## src/rtl/uart_tx_arb.sv

```systemverilog
// uart_tx_arb: shares one uart_tx serializer between four byte requesters.
// Picks a winner, presents its byte on uart_data, then raises uart_tx_en for
// one full frame window before it serves the next byte.
// Build option: define UART_ARB_FIXED_PRIO_EN for lowest-index-wins fixed
// priority. Round-robin is used when the macro is undefined.
module uart_tx_arb #(
  parameter int unsigned SYS_CLK_FRE = 50_000_000,
  parameter int unsigned BPS         = 9_600,
  parameter int unsigned GUARD       = 16
) (
  input  logic        sys_clk,
  input  logic        sys_rst_n,
  input  logic [3:0]  req_valid,
  input  logic [31:0] req_data,
  output logic [3:0]  req_ready,
  output logic [7:0]  uart_data,
  output logic        uart_tx_en,
  output logic        busy,
  output logic [1:0]  grant_id
);

  localparam int unsigned NUM_REQ   = 4;
  localparam int unsigned ID_W      = 2;
  localparam int unsigned DATA_W    = 8;
  localparam int unsigned CNT_W     = 20;
  localparam int unsigned BPS_CNT   = SYS_CLK_FRE / BPS;
  // Start bit, 8 data bits, stop bit, plus idle guard clocks. This must stay
  // below 2**CNT_W.
  localparam int unsigned FRAME_CNT = 10 * BPS_CNT + GUARD;
  localparam logic [CNT_W-1:0] FRAME_LAST = CNT_W'(FRAME_CNT - 1);

  typedef enum logic [1:0] {
    ST_IDLE  = 2'd0,
    ST_START = 2'd1,
    ST_WAIT  = 2'd2
  } state_t;

  state_t              state_q;
  logic [NUM_REQ-1:0]  req_ready_q;
  logic [DATA_W-1:0]   uart_data_q;
  logic                uart_tx_en_q;
  logic                busy_q;
  logic [ID_W-1:0]     grant_id_q;
  logic [CNT_W-1:0]    frame_cnt_q;
  logic [CNT_W-1:0]    frame_cnt_d;

  logic                win_vld_c;
  logic [ID_W-1:0]     win_id_c;
  logic [ID_W-1:0]     cand_c;
  logic [DATA_W-1:0]   win_data_c;

`ifndef UART_ARB_FIXED_PRIO_EN
  logic [ID_W-1:0]     last_grant_q;
`endif

  // Winner selection: take the first pending requester in search order.
  always_comb begin
    win_vld_c = 1'b0;
    win_id_c  = '0;
    cand_c    = '0;
    for (int i = 0; i < NUM_REQ; i++) begin
`ifdef UART_ARB_FIXED_PRIO_EN
      cand_c = ID_W'(i);
`else
      cand_c = last_grant_q + ID_W'(i + 1);
`endif
      if (!win_vld_c && req_valid[cand_c]) begin
        win_vld_c = 1'b1;
        win_id_c  = cand_c;
      end
    end
  end

  assign win_data_c  = req_data[{win_id_c, 3'b000} +: DATA_W];
  assign frame_cnt_d = frame_cnt_q + CNT_W'(1);

  // Scheduler state machine: accept, raise the enable, then hold for one frame.
  always_ff @(posedge sys_clk or negedge sys_rst_n) begin
    if (!sys_rst_n) begin
      state_q      <= ST_IDLE;
      req_ready_q  <= '0;
      uart_data_q  <= '0;
      uart_tx_en_q <= 1'b0;
      busy_q       <= 1'b0;
      grant_id_q   <= '0;
      frame_cnt_q  <= '0;
`ifndef UART_ARB_FIXED_PRIO_EN
      last_grant_q <= ID_W'(NUM_REQ - 1);
`endif
    end else begin
      req_ready_q <= '0;
      case (state_q)
        ST_IDLE: begin
          uart_tx_en_q <= 1'b0;
          if (win_vld_c) begin
            req_ready_q  <= NUM_REQ'(1) << win_id_c;
            uart_data_q  <= win_data_c;
            grant_id_q   <= win_id_c;
            busy_q       <= 1'b1;
`ifndef UART_ARB_FIXED_PRIO_EN
            last_grant_q <= win_id_c;
`endif
            state_q      <= ST_START;
          end
        end
        ST_START: begin
          uart_tx_en_q <= 1'b1;
          frame_cnt_q  <= '0;
          state_q      <= ST_WAIT;
        end
        ST_WAIT: begin
          if (frame_cnt_q == FRAME_LAST) begin
            uart_tx_en_q <= 1'b0;
            busy_q       <= 1'b0;
            state_q      <= ST_IDLE;
          end else begin
            frame_cnt_q  <= frame_cnt_d;
          end
        end
        default: begin
          uart_tx_en_q <= 1'b0;
          busy_q       <= 1'b0;
          state_q      <= ST_IDLE;
        end
      endcase
    end
  end

  assign req_ready  = req_ready_q;
  assign uart_data  = uart_data_q;
  assign uart_tx_en = uart_tx_en_q;
  assign busy       = busy_q;
  assign grant_id   = grant_id_q;

endmodule

```

## config.mk

```make
export PLATFORM = sky130hd
export DESIGN_NAME = uart_tx_arb
export DESIGN_NICKNAME = d
export VERILOG_FILES = /design/src/rtl/uart_tx_arb.sv
export SDC_FILE = /design/constraint.sdc
export NUM_CORES = 1
export LEC_CHECK = 0
export BUFFER_PORTS_ARGS = -buffer_cell sky130_fd_sc_hd__buf_2
export CAP_MARGIN = 20
export CORE_UTILIZATION = 30
export DETAILED_ROUTE_END_ITERATION = 16
export PLACE_DENSITY = 0.57
export RECOVER_POWER = 50
export SETUP_SLACK_MARGIN = 0.5
export SLEW_MARGIN = 10
export SYNTH_ARGS = -nofsm -noshare
export SYNTH_HDL_FRONTEND = slang
export SYNTH_SLANG_ARGS = --single-unit
```

## constraint.sdc

```tcl
create_clock -name sys_clk -period 5.35 [get_ports sys_clk]
set_input_delay 0.535 -clock sys_clk [delete_from_list [all_inputs] [get_ports sys_clk]]
set_output_delay 0.535 -clock sys_clk [all_outputs]
set_load 0.01 [all_outputs]
```

# After elaboration in Yosys (flattened, before gate mapping)
# Cells that the tools add are included.
# word_totals
register_bits	40
word_cells	64
# classes
magnitude_cmp	4
n_reduce_logical	12
eq_ne	6
add_sub_neg	4
bitwise	1
muxes	27
n_shift	2
# op_table
op	n
case mux 20 bit (2 select lines)	1
variable part select 32 x 6 -> 8 bit	1
adder 20 x 1 -> 20 bit (second input constant)	1
equality test 20 x 16 -> 1 bit (second input constant)	1
2-to-1 mux 20 bit	1
less-than comparator 2 x 3 -> 1 bit (second input constant)	4
2-to-1 mux 2 bit	6
2-to-1 mux 1 bit	10
binary-select mux 1 bit (select 2 bit)	4
2-to-1 mux 4 bit	2
inequality test 2 bit (second input constant)	3
case mux 2 bit (3 select lines)	1
AND reduction 2 bit	3
adder 2 bit (second input constant)	2
<< shifter 1 x 2 -> 4 bit (first input constant)	1
logical AND 1 bit	3
zero test 1 bit	3
case mux 1 bit (3 select lines)	1
AND reduction 3 bit	1
adder 2 x 1 -> 2 bit (second input constant)	1
equality test 2 x 1 -> 1 bit (second input constant)	1
equality test 2 bit (second input constant)	1
zero test 2 bit	1
case mux 1 bit (2 select lines)	1
other kinds (2)	2

# Longest topological paths before layout
# depth
ltp_word	16
mapped_depth	8
mapped_depth_nobuf	6

# Worst setup path before layout
# No wires, ideal clock.
# synth_timing
kind	in2reg
startpoint	in req_valid[2]
endpoint	reg uart_data_q[0] (netlist: uart_data[0])
arrival_ps	1669
slack_ps	3550
cell_stages	8
cell_sequence	nand2b_1 -> a21o_1 -> buf_6 -> and3_1 -> buf_6 -> buf_12 -> a211oi_2 -> a211oi_2
# synth_between
elab_chain_cells	13
elab_cells_between_ends	24
# synth_rtl
item	line_no	rtl
start, declared	13	input logic [3:0] req_valid,
binary-select mux 1 bit (select 2 bit)	67	if (!win_vld_c && req_valid[cand_c]) begin
2-to-1 mux 1 bit (implied by the code)	67	
2-to-1 mux 1 bit	67	
zero test 1 bit	67	
logical AND 1 bit	67	
2-to-1 mux 1 bit	67	
zero test 1 bit	67	
logical AND 1 bit	67	
2-to-1 mux 1 bit	67	
zero test 1 bit	67	
logical AND 1 bit	67	
2-to-1 mux 2 bit or 2-to-1 mux 1 bit (tied branches)	67	
variable part select 32 x 6 -> 8 bit or AND reduction 2 bit (tied branches)	-	
end signal, assigned	97	uart_data_q <= win_data_c;
end, declared	40	logic [DATA_W-1:0] uart_data_q;
# Several ways; a longest one is shown, not always the timed one. The select of a mux whose other input is x is not followed.
# A chain may end at the register's enable or synchronous reset.

# Final worst setup path
# layout_timing
startpoint	reg last_grant_q[0]
endpoint	reg uart_data_q[3] (netlist: uart_data[3])
# layout_between
elab_chain_cells	14
elab_cells_between_ends	27
# layout_rtl
item	line_no	rtl
start, declared	53	logic [ID_W-1:0] last_grant_q;
start signal, assigned	88	last_grant_q <= ID_W'(NUM_REQ - 1);
start signal, assigned	101	last_grant_q <= win_id_c;
adder 2 x 1 -> 2 bit	65	cand_c = last_grant_q + ID_W'(i + 1);
binary-select mux 1 bit (select 2 bit)	67	
2-to-1 mux 1 bit (implied by the code)	67	
2-to-1 mux 1 bit	67	
zero test 1 bit	67	
logical AND 1 bit	67	
2-to-1 mux 1 bit	67	
zero test 1 bit	67	
logical AND 1 bit	67	
2-to-1 mux 1 bit	67	
zero test 1 bit	67	
logical AND 1 bit	67	
2-to-1 mux 2 bit or 2-to-1 mux 1 bit (tied branches)	67	
variable part select 32 x 6 -> 8 bit or AND reduction 2 bit (tied branches)	-	
# Several ways; a longest one is shown, not always the timed one. The select of a mux whose other input is x is not followed.

==> qor.yml <==
timing:
  setup_viol: 0
  period_share_pct: 45.9
  rsz0062_at_grt: "false"
  fin_crit_ns: 2.46
  tightest_slew_ns: 2.07
  slew_headroom_pct: -38.1
  hold_violations: 0
  finClkSkew_ns: 0.00752
  fin_setup_tns_ns: 0
  clock.fmax_ghz: 0.407
  drv_slew: 41
global_route:
  antenna_found_initial: 0
  met3_usage_pct: 4.43
  grt_use_met1_pct: 18.7
  grt_start_max_net_pins: 41
  track_usage_pct: 13.7
  grt.busiest_layer: "met2"
  met2_usage_pct: 20.7
  grt_pass1_wl_mm: 8.19
  gr-total-overflow: 0
  grt_pass1_vias: 1734
synth:
  synthFlopType: "dfrtp_1"
  syn_nets: 257
  synth_edf_count: 0
  yosys_register_bits: 40
  avgSynthCellArea_sq_um: 10.2
  yosysSeqAreaShare_pct: 45.3
  synth_area_sq_mm: 0.00222
  yosysWarnings: 0
  synth_cell_type_count: 45
  async_flop_share_pct: 100
  postSynthCellCount: 218
clock_network:
  clk_pin_slew_ns: 0.08
  h-tree-depth: 2
  cts-resized-gates: 0
  cts_root_buf: "clkbuf_8"
  hold_buffers: 0
  postCtsSetupBuffers: 0
  cts_tree: "done"
  numCtsBuffers: 5
  clock_path_buffers: 2
  clkSinkCount: 40
  clk_latency_ns: 0.30
hold_path:
  min_to: "grant_id[1]"
  hp-class: "flop to flop"
  hold_depth: 1
  min_from: "grant_id[1]"
detailed_routing:
  drt_iter0_drc: 163
  routed_wl_mm: 4.84
  wl_per_cell_um: 13.2
  ant_nets: 0
  drtPass1Iterations: 4
  viasPerCell: 4.79
  drc: 0
  vias: 1764
critical_path:
  crit_fanout: 22
  end_kind: "flop"
  r2r_start: "last_grant_q[0]"
  worstReg2RegEnd: "uart_data[3]"
  reg2reg_depth: 5
  path_cells: "nand2b_1 > a21o_1 > and3_1 > mux2i_1 > a211oi_2"
  critPathLaunchType: "flop"
  cp.arrival_ns: 2.59
  crit_type: "flop to flop"
  cp_slowest_cell: "and3_1"
  rrSetupSlack_ns: 2.89
  cpPeakStageDelay_ns: 0.90
  required_ns: 5.48
die:
  core_area_sq_mm: 0.00698
  start_util_pct: 31.7
  die_h_um: 87.9
  die_area_sq_mm: 0.00773
  ios: 54
  die_w_um: 87.9
  num_rows: 30
place:
  gp_congestion: 0.799
  io_buffers: 53
  dpl.hpwl_mm: 3.57
  dpl_cell_area_sq_mm: 0.00253
  dp_cells: 360
power:
  p_total_mw: 1.16
  power_density_mw_per_mm2: 439
  p_leak_nw: 1.23
  peakVddDrop_uv: 180
finish:
  diodes: 0
  postLayoutCoreUtil_pct: 37.7
  seq_area_sq_mm: 0.00100
  fillerInstances: 752
  multiInputGateArea_sq_mm: 0.00111
  drive_gt1_share_pct: 28.3
  syn_to_final_growth_pct: 18.9
  finish.instance_area_sq_mm: 0.00263
  final_nets: 310
  fin_cells: 368
flow_run:
  maxCapViolCount: 1
status:
  outcome: "complete, but fails checks"
  violations: "max-capacitance violations, max-slew violations"
## where the power goes
part | internal, mW | switching [mW] | total [mW]
logic | 0.171 | 0.282 | 0.453
clock network | 0.138 | 0.113 | 0.251
registers | 0.388 | 0.0630 | 0.451
## cells in the final DEF (no fill, tap or decap), drive strengths merged, types with 2 or more instances in the layout
master   n
nor3     4
inv     10
o31ai    2
buf     44
nand2b   4
a31oi    8
nand3   11
a211oi  16
dfrtp   38
nand2   19
clkbuf  14
xor2     6
a21o     3
nand4    9
or3      2
or2      2
and4bb   2
o211ai   4
nor2b    3
and2     3
nor4     2
and3     4
dfstp    2
o21ai    9
mux2i   14
a21oi    3
nor2    24
## registers in the layout (all words and copies together), names as in the netlist
register and cells:
busy 1, frame_cnt_q 20, grant_id 2, last_grant_q 2
req_ready 4, state_q 2, uart_data 8, uart_tx_en 1
## worst max-delay path by stage
stage / startpoint / end / slack [ns] / cells past startpoint
after global routing: last_grant_q[0] / uart_data[7] / 2.69 / 5
after global placement: req_valid[3] / uart_data[2] / 2.85 / 6
after CTS: last_grant_q[0] / uart_data[3] / 2.88 / 5
after detailed placement: req_valid[3] / uart_data[1] / 2.80 / 6
final: last_grant_q[0] / uart_data[3] / 2.89 / 5
after floorplan: req_valid[2] / uart_data[0] / 3.55 / 8
## worst max-delay path, delay by kind of cell (launching register included)
| kind | cells | cell delay [ns] |
|---|---|---|
| and+or+nand+nor | 2 | 1.03 |
| AOI/OAI and AO/OA | 2 | 0.36 |
| muxes | 1 | 0.31 |
| DFF | 1 | 0.58 |
## through the flow
stage | hold WS [ns] | setup WS (ns)
floorplan | 0.239 | 3.55
global placement | 0.456 | 2.85
detailed placement | 0.463 | 2.80
CTS | 0.391 | 2.88
global route | 0.518 | 2.69
finish | 0.483 | 2.89
## metal layers
metal / up-vias / part of all wire, % / wire (um)
li1: 903 / - / -
met2: 49 / 43 / 2110
met3: 6 / 6.4 / 311
met4: 0 / 1.1 / 53
met1: 806 / 49 / 2370
met5: - / 0 / 0
## cells by family after synthesis
family          Yosys count  share of synthesized area, %
simple gates             91                          21.7
flops                    40                          45.3
buf+inv                  17                          4.74
xor+xnor                  6                          2.37
fa+ha+maj                 1                         0.565
compound gates           49                          19.0
mux                      14                          6.32
## layout make-up
type / count / share of cell area, %
Multi-Input combinational cell: 161 / 42.0
Sequential cell: 40 / 38.1
Timing Repair Buffer: 53 / 9.64
Tap cell: 96 / 4.56
Clock buffer: 5 / 2.61
Clock inverter: 3 / 1.62
Inverter: 10 / 1.43
## Yosys cell counts, types with 2 or more instances
library cell / count / share of area (%)
nor2b_1: 2 / 0.56
nand4_1: 8 / 2.3
o21ai_0: 6 / 1.4
o211ai_1: 4 / 1.4
nand2_1: 18 / 3.0
a31oi_1: 8 / 2.3
or3_1: 2 / 0.56
inv_1: 9 / 1.5
and3_1: 4 / 1.1
xor2_1: 6 / 2.4
dfstp_2: 2 / 2.4
mux2i_1: 14 / 6.3
nor3_1: 3 / 0.68
dfrtp_1: 38 / 43
a21o_1: 3 / 1.0
a211oi_1: 2 / 0.68
and2_1: 3 / 0.85
nand3_1: 11 / 2.5
o31ai_1: 2 / 0.68
and4bb_1: 2 / 1.1
buf_6: 3 / 1.5
nand2b_1: 4 / 1.1
o21ai_2: 2 / 0.79
nor4_1: 2 / 0.56
a21oi_1: 3 / 0.68
nor2_1: 24 / 4.1
buf_2: 2 / 0.45
a211oi_2: 14 / 7.9
Note: power is estimated with default switching activity, not from simulation.
